--- config.mk ---
export PLATFORM = sky130hd
export DESIGN_NAME = keypad_scanner
export DESIGN_NICKNAME = d
export VERILOG_FILES = /design/src/rtl/keypad_scanner.sv
export SDC_FILE = /design/constraint.sdc
export NUM_CORES = 1
export LEC_CHECK = 0
export CAP_MARGIN = 15
export CORE_MARGIN = 5
export CORE_UTILIZATION = 50
export DETAILED_ROUTE_END_ITERATION = 7
export PLACE_DENSITY = 0.66
export SYNTH_ARGS = -nofsm -noshare
export SYNTH_HDL_FRONTEND = slang
export SYNTH_SLANG_ARGS = --single-unit
export TNS_END_PERCENT = 30
--- constraint.sdc ---
create_clock -name clk -period 5 [get_ports clk]
set_input_delay 1 -clock clk [delete_from_list [all_inputs] [get_ports clk]]
set_output_delay 1 -clock clk [all_outputs]
set_load 0.1 [all_outputs]
--- src/rtl/keypad_scanner.sv ---
// 4x4 matrix keypad scanner. It scans one row at a time and debounces both
// press and release, then emits a one-cycle strobe with the hex code of each accepted key.
module keypad_scanner #(
  parameter int SCAN_DIV        = 16,
  parameter int DEBOUNCE_CYCLES = 50000
) (
  input  logic       clk,
  input  logic       reset,
  input  logic [3:0] cols,
  output logic [3:0] rows,
  output logic [3:0] key_code,
  output logic       key_valid,
  output logic       key_held
);
  localparam int DW = (SCAN_DIV > 1) ? $clog2(SCAN_DIV) : 1;
  localparam int BW = (DEBOUNCE_CYCLES > 1) ? $clog2(DEBOUNCE_CYCLES) : 1;
  localparam logic [DW-1:0] DWELL_LAST = DW'(SCAN_DIV - 1);
  localparam logic [BW-1:0] DEB_LAST   = BW'(DEBOUNCE_CYCLES - 1);

  // Indexed by {row, col}; entry 0 is row 0 / col 0.
  localparam logic [15:0][3:0] KEY_MAP = {
    4'hD, 4'hF, 4'h0, 4'hE,
    4'hC, 4'h9, 4'h8, 4'h7,
    4'hB, 4'h6, 4'h5, 4'h4,
    4'hA, 4'h3, 4'h2, 4'h1
  };

  typedef enum logic [1:0] {SCAN, DEBOUNCE, HELD, RELEASE} state_t;

  state_t        state, state_nx;
  logic [1:0]    row_idx, row_nx, col_idx, col_nx, low_idx;
  logic [DW-1:0] dwell, dwell_nx;
  logic [BW-1:0] deb, deb_nx;
  logic [3:0]    code_nx;
  logic          valid_nx, one_low, col_low;

  // Two or more low columns are ghosting or a multi-press, so they are not treated as a key.
  always_comb begin
    one_low = 1'b1;
    low_idx = 2'd0;
    case (cols)
      4'b1110: low_idx = 2'd0;
      4'b1101: low_idx = 2'd1;
      4'b1011: low_idx = 2'd2;
      4'b0111: low_idx = 2'd3;
      default: one_low = 1'b0;
    endcase
  end

  assign col_low = ~cols[col_idx];

  always_comb begin
    state_nx = state;
    row_nx   = row_idx;
    col_nx   = col_idx;
    dwell_nx = dwell;
    deb_nx   = deb;
    code_nx  = key_code;
    valid_nx = 1'b0;
    case (state)
      SCAN: begin
        if (dwell == DWELL_LAST) begin
          dwell_nx = '0;
          if (one_low) begin
            col_nx   = low_idx;
            deb_nx   = '0;
            state_nx = DEBOUNCE;
          end else begin
            row_nx = row_idx + 2'd1;
          end
        end else begin
          dwell_nx = dwell + DW'(1);
        end
      end
      DEBOUNCE: begin
        if (!col_low) begin
          state_nx = SCAN;
          row_nx   = row_idx + 2'd1;
          deb_nx   = '0;
          dwell_nx = '0;
        end else if (deb == DEB_LAST) begin
          state_nx = HELD;
          code_nx  = KEY_MAP[{row_idx, col_idx}];
          valid_nx = 1'b1;
          deb_nx   = '0;
        end else begin
          deb_nx = deb + BW'(1);
        end
      end
      HELD: begin
        if (!col_low) begin
          state_nx = RELEASE;
          deb_nx   = '0;
        end
      end
      RELEASE: begin
        if (col_low) begin
          state_nx = HELD;
          deb_nx   = '0;
        end else if (deb == DEB_LAST) begin
          state_nx = SCAN;
          row_nx   = row_idx + 2'd1;
          deb_nx   = '0;
          dwell_nx = '0;
        end else begin
          deb_nx = deb + BW'(1);
        end
      end
      default: state_nx = SCAN;
    endcase
  end

  always_ff @(posedge clk or posedge reset) begin
    if (reset) begin
      state     <= SCAN;
      row_idx   <= 2'd0;
      col_idx   <= 2'd0;
      dwell     <= '0;
      deb       <= '0;
      key_code  <= 4'h0;
      key_valid <= 1'b0;
    end else begin
      state     <= state_nx;
      row_idx   <= row_nx;
      col_idx   <= col_nx;
      dwell     <= dwell_nx;
      deb       <= deb_nx;
      key_code  <= code_nx;
      key_valid <= valid_nx;
    end
  end

  assign rows     = ~(4'b0001 << row_idx);
  assign key_held = (state == HELD) || (state == RELEASE);
endmodule

Word level (Yosys, flattened, before mapping)

Memories as Yosys holds them, arrays and structs flattened. A register that Yosys moved wholly into a read port is not among the register bits.
Index checks and enable logic that the tools add are counted.

Add/sub/neg operators: 3
Magnitude comparators: 1
Eq/ne operators: 18
Shift-type cells: 1
Multiplexer cells: 33
Bitwise logic cells: 2
Reductions and logical operators: 10

Operator list:

| operator              | count |
|---|---|
| $mux 16               | 6 |
| $pmux 16 s4           | 1 |
| $mux 2                | 12 |
| $add 16x1->16 const B | 1 |
| $eq 16x16->1 const B  | 1 |
| $eq 4x4->1 const B    | 4 |
| $mux 4                | 4 |
| $ne 2x2->1 const B    | 7 |
| $pmux 2 s3            | 2 |
| $pmux 4 s3            | 1 |
| $reduce_and 3->1      | 3 |
| $pmux 2 s4            | 1 |
| $ne 3x3->1 const B    | 2 |
| $reduce_and 6->1      | 1 |
| $mux 1                | 5 |
| $reduce_and 5->1      | 1 |
| $add 4x1->4 const B   | 1 |
| $eq 2x2->1 const B    | 2 |
| $eq 4x3->1 const B    | 1 |
| $not 4->4             | 1 |
| $reduce_and 4->1      | 1 |
| $reduce_or 4->1       | 1 |
| $shl 1x2->4 const A   | 1 |
| $lt 2x3->1 const B    | 1 |
| other kinds (7)       | 7 |

Register bits: 27
Memory bits (read-only): 64
Bits of input ports: 6
Output and inout bits: 10
Word-level logic and storage cells: 75
Memories kept: 1

Memory list:

| memory           | depth | width | read ports | clocked after Yosys merged registers in | wr ports | RTL line | source |
|---|---|---|---|---|---|---|---|
| (name not given) | 16    | 4     | 1          | 1                                       | 0        | 83       | `code_nx = KEY_MAP[{row_idx, col_idx}];` |

Longest topological paths before layout

Gate-level depths: netlist (run 1).

Depth in word-level cells: 6
Mapped depth: 7
Mapped depth without buffers: 6

Worst setup path before layout (run 1)

OpenSTA, ideal clock, no wires.

Kind: reg-to-output
Start point: register row_idx[1]
End point: output rows[0]
Data arrival time: 1.528 ns
Data required time: 4.000 ns
Slack: 2.472 ns
Cell stages (with the launch flop): 5
Buffers on the path: 1
Cell sequence: dfrtp_1 clkbuf_1 inv_1 ha_1 inv_1

Cells in the longest elaborated chain, start to end: 2

RTL lines:

| element                  | RTL line | source |
|---|---|---|
| start: declaration       | 31       | `logic [1:0] row_idx, row_nx, col_idx, col_nx, low_idx;` |
| start signal: assignment | 124      | `row_idx <= row_nx;` |
| $shl 1x2->4              | 133      | `assign rows = ~(4'b0001 << row_idx);` |
| $not 4->4                | 133      |  |
| end: declaration         | 10       | `output logic [3:0] rows,` |

Every way passes these cells.

Worst setup path after layout (run 1)

Start point: register row_idx[1]
End point: output rows[1]

The elaborated chain is that of the path after synthesis.

==> impl_metrics.json, run 1 <==
{
  "setup_tns_ns": 0,
  "synth_edf_count": 0,
  "cts_hold_buf": 0,
  "placedCellCount": 253,
  "clock_skew_ns": 0.00542,
  "drtAntennaViolNets": 0,
  "async_reset_ff_frac": 1.00,
  "min_period_ns": 3.39,
  "worstPathRequired_ns": 4.00,
  "synth_largest_area_cell": "dfrtp_1",
  "synth-seq-area-share": 0.401,
  "hold_class": "reg -> reg",
  "cp_top_family": "buffers and inverters",
  "dr.pass1.iters": 4,
  "critPathMaxFanout": 13,
  "htree_levels": 2,
  "post_cts.resized_instances": 0,
  "cp-end-kind": "output pin",
  "power.leakage_nw": 0.937,
  "min_from": "deb[15]$_DFFE_PP0P_",
  "rsz0062_at_grt": "false",
  "reg2reg_to": "key_code[0]$_DFFE_PP0P_",
  "drc": 0,
  "cts_buffers": 5,
  "num_io_pins": 16,
  "slew_headroom": 0.349,
  "max_cap_viol_count": 0,
  "ys_seq_elements": 31,
  "die_y_um": 72.2,
  "clock_path_buffers": 2,
  "synth_warnings": 0,
  "hold_ws_ns": 0.503,
  "synth_area_mm2": 0.00194,
  "cp-start-kind": "register",
  "rows": 22,
  "cts.sinks": 31,
  "root_buffer": "clkbuf_8",
  "setup_violations": 0,
  "initial_core_util": 0.521,
  "vdd_drop_max_v": 0.000221,
  "num-fill-cells": 336,
  "r2r_setup_slack_ns": 2.73,
  "reg2regPathDepth": 4,
  "cts_setup_buffers": 0,
  "portBuffers": 15,
  "synth_nets": 214,
  "synth_top_area_frac": 0.401,
  "finalHoldViolCount": 0,
  "insertion_delay_ns": 0.28,
  "grt_pass1_wl_um": 6740,
  "place_hpwl_um": 2850,
  "dieArea_mm2": 0.00522,
  "grt_usage": 0.163,
  "drive_gt1_frac": 0.0948,
  "arrival_ns": 2.39,
  "coreArea_mm2": 0.00372,
  "maxSlewViolCount": 0,
  "fin_cells": 259,
  "crit_type": "reg -> out",
  "clock.fmax_ghz": 0.295,
  "synthTopCellsByArea": "dfrtp_1 (40%), ha_1 (7.1%), a31oi_1 (4.2%)",
  "grt-ovfl-total": 0,
  "final_net_count": 229,
  "worst_pin_slew_ns": 0.974,
  "wl_um": 3910,
  "drtIter0Drc": 161,
  "power.total_mw": 0.608,
  "r2r_start": "deb[4]$_DFFE_PP0P_",
  "cts_tree": "done",
  "cpMaxStageDelayCell": "clkdlybuf4s50_1",
  "worstHoldEndpoint": "deb[15]$_DFFE_PP0P_",
  "path_clk_slew_ns": 0.06,
  "path_cells": "inv_1, ha_1, inv_1, clkdlybuf4s50_1",
  "whs_path_depth": 1,
  "critical_path_buf_inv_count": 3,
  "synthCells": 197,
  "gp_congestion": 0.881,
  "die_w_um": 72.2,
  "grt_antenna_before_repair": 0,
  "syn_area_per_cell_um2": 9.83,
  "grt_max_degree": 32,
  "power.density_mw_per_mm2": 280,
  "viasPerCell": 5.95,
  "n_antenna_cell": 0,
  "fin_crit_sh": 0.679,
  "syn_to_final_growth_pct": 12.3,
  "critPathMaxStageDelay_ns": 1.12,
  "synth_cell_types": 42,
  "detail_route.wl_per_cell_um": 15.1,
  "ys.flop_type": "dfrtp_1",
  "status": "completed",
  "vias": 1541,
  "cpMostUsedCell": "inv_1",
  "grt_pass1_vias": 1468
}
[registers in the layout, indices dropped and copies added (netlist names), named ones only]
signal	cells
row_idx	2
dwell	4
deb	16
state	1
key_code	4
col_idx	2
key_valid	1
[per-layer routing]
layer	vias to the layer above	wire length, um	GRT usage
met5	-	0	0
met4	0	66	0.0647
met3	6	228	0.0443
met2	37	1780	0.254
met1	742	1840	0.215
li1	756	-	-
[metrics by stage]
stage          area [um^2]  setup WS, ns  utilization
4_1_cts               2170          1.58        0.585
3_5_place_dp          2100          1.79        0.566
3_3_place_gp          2100          1.85        0.566
6_report              2170          1.61        0.585
2_1_floorplan         1940          2.47            -
5_1_grt               2170          1.50        0.585
[Yosys cell counts, types with 3 or more instances]
library cell,instances
a21oi_1,11
a22o_1,4
a31oi_1,13
and3_1,4
buf_6,3
clkbuf_1,5
dfrtp_1,31
ha_1,11
inv_1,12
mux2_4,3
mux2i_1,5
nand2_1,20
nand3_1,7
nand4_1,3
nor2_1,11
o21ai_0,13
xor2_1,4
[how the worst max path moves through the flow]
stage / cells past startpoint / from / slack [ns] / to
6_report: 4 / row_idx[1]$_DFFE_PP0P_ / 1.61 / rows[1]
5_1_grt: 4 / row_idx[1]$_DFFE_PP0P_ / 1.50 / rows[0]
4_1_cts: 4 / row_idx[1]$_DFFE_PP0P_ / 1.58 / rows[1]
3_5_place_dp: 6 / cols[3] / 1.79 / deb[15]$_DFFE_PP0P_
3_3_place_gp: 6 / cols[3] / 1.85 / deb[12]$_DFFE_PP0P_
2_1_floorplan: 4 / row_idx[1]$_DFFE_PP0P_ / 2.47 / rows[0]
[cell families after synthesis]
family / after synthesis / share of synthesized area
and+or+nand+nor: 64 / 0.193
xor gates and xnor gates: 6 / 0.0271
muxes: 11 / 0.0723
DFF: 31 / 0.401
buffers and inverters: 20 / 0.0504
adders and majority gates: 11 / 0.0711
AOI/OAI and AO/OA: 54 / 0.186
[placed cells by master, fill, tap and decap left out, drive strengths merged, types with 3 or more instances in the layout]
cell type      count
and3               4
and4               3
dfrtp             31
mux2               5
inv               12
nand2             20
clkbuf             6
nor4               3
a22o               4
ha                11
nand3              7
a31oi             13
o21ai             15
clkdlybuf4s50     15
mux2i              5
xor2               4
nor2              12
nand4              3
a21oi             11
[final cells by class]
cell class / count / area, um^2 / area share
multi-input cells: 146 / 1060 / 0.489
flip-flops and latches: 31 / 776 / 0.357
repair buffers: 16 / 158 / 0.0725
clock buffers: 6 / 72.6 / 0.0334
well taps: 48 / 60.1 / 0.0276
inverters: 12 / 45.0 / 0.0207
[power breakdown]
part | switching (mW) | internal, mW
combinational | 0.0793 | 0.0531
sequential | 0.0306 | 0.270
clock | 0.0835 | 0.0924
(Power assumes the default switching activity.)
==> run 2, diff against run 1 <==
clock period = 3.15 ns   (was 5 ns; I/O delays follow)
==> run 2 against run 1 <==
Critical path depth grew 2. First-iteration DRC count shrank 30%. Sequential power grew 59%. Non-clock buffer count grew 2. Hold slack gained 0.013 ns. Sequential share of layout area shrank 0.57 points. Setup slack lost 1.0 ns. Combinational power grew 63%. Final area grew 1.6%. Global-route usage grew 1.2 points. Final cell count grew 1.5%. Routed wire length grew 4.8%. Largest cell class unchanged. Highest routed layer unchanged.
==> impl_metrics.json, run 2 (synthesized netlist as in run 1, its figures left out) <==
{
  "r2r_start": "deb[13]$_DFFE_PP0P_",
  "portBuffers": 15,
  "power.density_mw_per_mm2": 498,
  "drive_gt1_frac": 0.163,
  "setup_tns_ns": 0,
  "die_w_um": 72.2,
  "reg2reg_to": "key_code[1]$_DFFE_PP0P_",
  "cts_setup_buffers": 0,
  "clock.fmax_ghz": 0.394,
  "maxSlewViolCount": 0,
  "fin_util": 0.595,
  "crit_path_end": "deb[12]$_DFFE_PP0P_",
  "vdd_drop_max_v": 0.000365,
  "rsz0062_at_grt": "false",
  "path_clk_slew_ns": 0.07,
  "htree_levels": 2,
  "layout_commonest_cell": "dfrtp_1",
  "num_io_pins": 16,
  "n_antenna_cell": 0,
  "power.leakage_nw": 0.982,
  "finalHoldViolCount": 0,
  "final_cell_mix": "dfrtp_1 (31), nand2_1 (20), o21ai_0 (13), a31oi_1 (13), buf_4 (13)",
  "hold_class": "reg -> reg",
  "drtIter0Drc": 112,
  "syn_to_final_growth_pct": 14.1,
  "grt_antenna_before_repair": 0,
  "rows": 22,
  "clock_skew_ns": 0.00591,
  "cts_buffers": 5,
  "critPathLaunch": "cols[3]",
  "detail_route.wl_per_cell_um": 15.6,
  "slew_headroom": 0.621,
  "critPathMaxStageDelay_ns": 0.57,
  "cp_top_family": "multiplexers",
  "path_cells": "clkdlybuf4s50_1, mux4_2, xnor2_1, nor2_4, o21ai_0, a31oi_1",
  "r2r_setup_slack_ns": 0.86,
  "min_period_ns": 2.54,
  "grt_max_degree": 32,
  "reg2regPathDepth": 4,
  "dieArea_mm2": 0.00522,
  "cp-end-kind": "register",
  "critical_path_buf_inv_count": 1,
  "crit_type": "in -> reg",
  "gp_congestion": 0.812,
  "top_regs": "deb x16, dwell x4, key_code x4",
  "num-fill-cells": 325,
  "multi_input_area_mm2": 0.00106,
  "drtAntennaViolNets": 0,
  "status": "completed",
  "finalWorstSetupSlack_ns": 0.612,
  "grt_usage": 0.175,
  "cp_num_cells": 6,
  "clock_path_buffers": 2,
  "viasPerCell": 5.96,
  "worst_pin_slew_ns": 0.564,
  "wl_um": 4100,
  "grt_pass1_vias": 1498,
  "arrival_ns": 2.75,
  "root_buffer": "clkbuf_8",
  "critPathMaxFanout": 25,
  "cp-start-kind": "input port",
  "regArea_um2": 776,
  "insertion_delay_ns": 0.28,
  "grt_pass1_wl_um": 7140,
  "largest_register_ffs": 16,
  "power.total_mw": 1.10,
  "cts_tree": "done",
  "regMostFlops": "deb",
  "dr.pass1.iters": 4,
  "vias": 1567,
  "die_y_um": 72.2,
  "setup_violations": 0,
  "final_net_count": 231,
  "cts.sinks": 31,
  "fin_crit_sh": 0.806,
  "cpMaxStageDelayCell": "mux4_2",
  "drc": 0,
  "cts_hold_buf": 0,
  "post_cts.resized_instances": 0,
  "place_hpwl_um": 2960,
  "dpl_worst_slack_ns": 0.336,
  "grt-ovfl-total": 0,
  "initial_core_util": 0.521,
  "coreArea_mm2": 0.00372,
  "max_cap_viol_count": 0,
  "worstPathRequired_ns": 3.36
}
==> run 2: cell count changes in the layout (fill, tap and decap cells not counted) <==
cell             delta
buf_4              +12
bufinv_16           +1
clkbuf_1            -1
clkbuf_8            +1
clkdlybuf4s50_1    -10
clkinv_2            +1
==> run 2: worst reg2reg max path: stages, from the launching register on <==
cell and delay [ns]:
dfrtp_1 0.44, or4b_4 0.58, nor4_4 0.37, and4b_1 0.45, mux2_4 0.33
==> run 2: how the worst min path moves through the flow <==
stage | slack, ns | start | endpoint | depth (start not counted)
after floorplan | 0.45 | deb[15]$_DFFE_PP0P_ | deb[15]$_DFFE_PP0P_ | 1
after global placement | 0.48 | deb[15]$_DFFE_PP0P_ | deb[15]$_DFFE_PP0P_ | 1
after detailed placement | 0.50 | key_code[1]$_DFFE_PP0P_ | key_code[1]$_DFFE_PP0P_ | 1
after CTS | 0.51 | deb[15]$_DFFE_PP0P_ | deb[15]$_DFFE_PP0P_ | 1
after global routing | 0.54 | deb[15]$_DFFE_PP0P_ | deb[15]$_DFFE_PP0P_ | 1
final | 0.52 | key_code[1]$_DFFE_PP0P_ | key_code[1]$_DFFE_PP0P_ | 1
==> run 2: layer usage <==
metal  routed length (um)  GRT usage  share of wire
met4                   38     0.0731         0.0093
met3                  211     0.0388          0.052
met1                 1910      0.229           0.47
met5                    0          0              0
met2                 1930      0.278           0.47
==> run 2: through the flow <==
stage	hold slack, ns	instance area [um^2]	cells
finish	0.516	2210	263
CTS	0.512	2210	263
global placement	0.477	2090	255
floorplan	0.453	1940	197
detailed placement	0.500	2090	255
global route	0.535	2210	263
==> run 2: report_power, final <==
part	leakage, nW	internal [mW]	switching [mW]	total (mW)
Clock	0.0612	0.256	0.153	0.408
Sequential	0.404	0.427	0.0484	0.476
Combinational	0.517	0.0902	0.125	0.215
Total	0.982	0.773	0.326	1.10
==> run 2: area by class of cell <==
class	count	share of cell area
Inverter	12	0.0204
Clock buffer	6	0.0374
Clock inverter	2	0.0159
Sequential cell	31	0.351
Timing Repair Buffer	18	0.0668
Tap cell	48	0.0272
Multi-Input combinational cell	146	0.481
==> run 3, diff against run 2 <==
clock period = 2.5 ns   (was 3.15 ns; I/O delays follow)
==> run 3 against run 2 <==
Clock-buffer cell count unchanged. Routed wire length down 0.34%. Global-route usage is 0.62 points lower. Sequential power is 27% higher.
==> impl_metrics.json, run 3 (synthesized netlist as in run 1, its figures left out) <==
{
  "status": "completed",
  "multi_input_area_mm2": 0.00106,
  "num_io_pins": 16,
  "drc": 0,
  "die_y_um": 72.2,
  "reg2regPathDepth": 4,
  "reg2reg_to": "key_code[1]$_DFFE_PP0P_",
  "crit_type": "reg -> reg",
  "cts_buffers": 5,
  "syn_to_final_growth_pct": 19.8,
  "setup_tns_ns": 0,
  "final_net_count": 243,
  "viasPerCell": 5.80,
  "worstPathRequired_ns": 2.66,
  "grt_antenna_before_repair": 0,
  "regMostFlops": "deb",
  "hold_ws_ns": 0.521,
  "insertion_delay_ns": 0.28,
  "root_buffer": "clkbuf_8",
  "cpMaxStageDelayCell": "or4b_4",
  "detail_route.wl_per_cell_um": 14.9,
  "drtAntennaViolNets": 0,
  "arrival_ns": 2.37,
  "cts_hold_buf": 0,
  "coreArea_mm2": 0.00372,
  "final_cell_mix": "dfrtp_1 (31), buf_4 (21), nand2_1 (20)",
  "worst_pin_slew_ns": 0.425,
  "clock.fmax_ghz": 0.453,
  "cp-start-kind": "register",
  "fin_crit_sh": 0.884,
  "n_antenna_cell": 0,
  "critPathLaunch": "deb[12]$_DFFE_PP0P_",
  "drtIter0Drc": 82,
  "finalWorstSetupSlack_ns": 0.290,
  "grt_pass1_vias": 1526,
  "vdd_drop_max_v": 0.000453,
  "path_cells": "or4b_4, nor4_4, and4b_1, mux2_4",
  "place_hpwl_um": 3040,
  "grt_pass1_wl_um": 6960,
  "top_regs": "deb x16, dwell x4, key_code x4",
  "dpl_worst_slack_ns": 0.0614,
  "cts_setup_buffers": 0,
  "maxSlewViolCount": 0,
  "min_period_ns": 2.21,
  "drive_gt1_frac": 0.204,
  "finalHoldViolCount": 0,
  "num-fill-cells": 330,
  "gp_congestion": 0.839,
  "cp-end-kind": "register",
  "min_from": "deb[1]$_DFFE_PP0P_",
  "cts.sinks": 31,
  "htree_levels": 2,
  "path_clk_slew_ns": 0.07,
  "rows": 22,
  "dieArea_mm2": 0.00522,
  "power.leakage_nw": 1.05,
  "regArea_um2": 776,
  "max_cap_viol_count": 0,
  "critPathMaxStageDelay_ns": 0.59,
  "largest_register_ffs": 16,
  "layout_commonest_cell": "dfrtp_1",
  "initial_core_util": 0.521,
  "slew_headroom": 0.717,
  "grt-ovfl-total": 0,
  "wl_um": 4080,
  "r2r_start": "deb[12]$_DFFE_PP0P_",
  "rsz0062_at_grt": "false",
  "vias": 1590,
  "clock_skew_ns": 0.00874,
  "r2r_setup_slack_ns": 0.29,
  "portBuffers": 15,
  "setup_violations": 0,
  "dr.pass1.iters": 4,
  "grt_usage": 0.169,
  "clock_path_buffers": 2,
  "die_w_um": 72.2,
  "crit_path_end": "key_code[1]$_DFFE_PP0P_",
  "critPathMaxFanout": 5,
  "hold_class": "reg -> reg",
  "grt_max_degree": 32,
  "power.density_mw_per_mm2": 565,
  "cts_tree": "done",
  "post_cts.resized_instances": 0
}
[run 3: power breakdown]
group | total, mW | internal, mW | switching, mW
clock network | 0.392 | 0.216 | 0.176
logic | 0.315 | 0.151 | 0.164
registers | 0.603 | 0.539 | 0.0644
total | 1.31 | 0.905 | 0.405
[run 3: area by class of cell]
cell class	count	area share
well taps	48	0.0259
clock buffers	6	0.0356
repair buffers	30	0.124
clock inverters	1	0.00216
inverters	12	0.0194
flip-flops and latches	31	0.334
multi-input cells	146	0.458
[run 3: worst max-delay path, delay by kind of cell, from the launching register on]
family,cells,cell delay (ns)
flops,1,0.42
mux,1,0.32
simple gates,3,1.35
[run 3: how the worst min path moves through the flow]
stage                     depth (start not counted)                   to  slack (ns)
final                                             1   deb[1]$_DFFE_PP0P_        0.52
after global routing                              1  deb[15]$_DFFE_PP0P_        0.55
after CTS                                         1   deb[1]$_DFFE_PP0P_        0.53
after detailed placement                          1   deb[1]$_DFFE_PP0P_        0.51
after global placement                            1  deb[15]$_DFFE_PP0P_        0.50
after floorplan                                   1  deb[15]$_DFFE_PP0P_        0.45
[run 3: layer usage]
metal / part of all wire / GRT usage
met2: 0.47 / 0.273
met1: 0.48 / 0.222
met3: 0.048 / 0.0402
met5: 0 / 0
met4: 0.010 / 0.0543
[run 3: through the flow]
| stage | total power [mW] | util | instances | area (um^2) |
|---|---|---|---|---|
| detailed placement | 0.927 | 0.601 | 267 | 2230 |
| floorplan | 0.822 | - | 197 | 1940 |
| global route | 1.38 | 0.624 | 274 | 2320 |
| CTS | 1.32 | 0.624 | 274 | 2320 |
| global placement | 0.912 | 0.601 | 267 | 2230 |
| finish | 1.31 | 0.624 | 274 | 2320 |
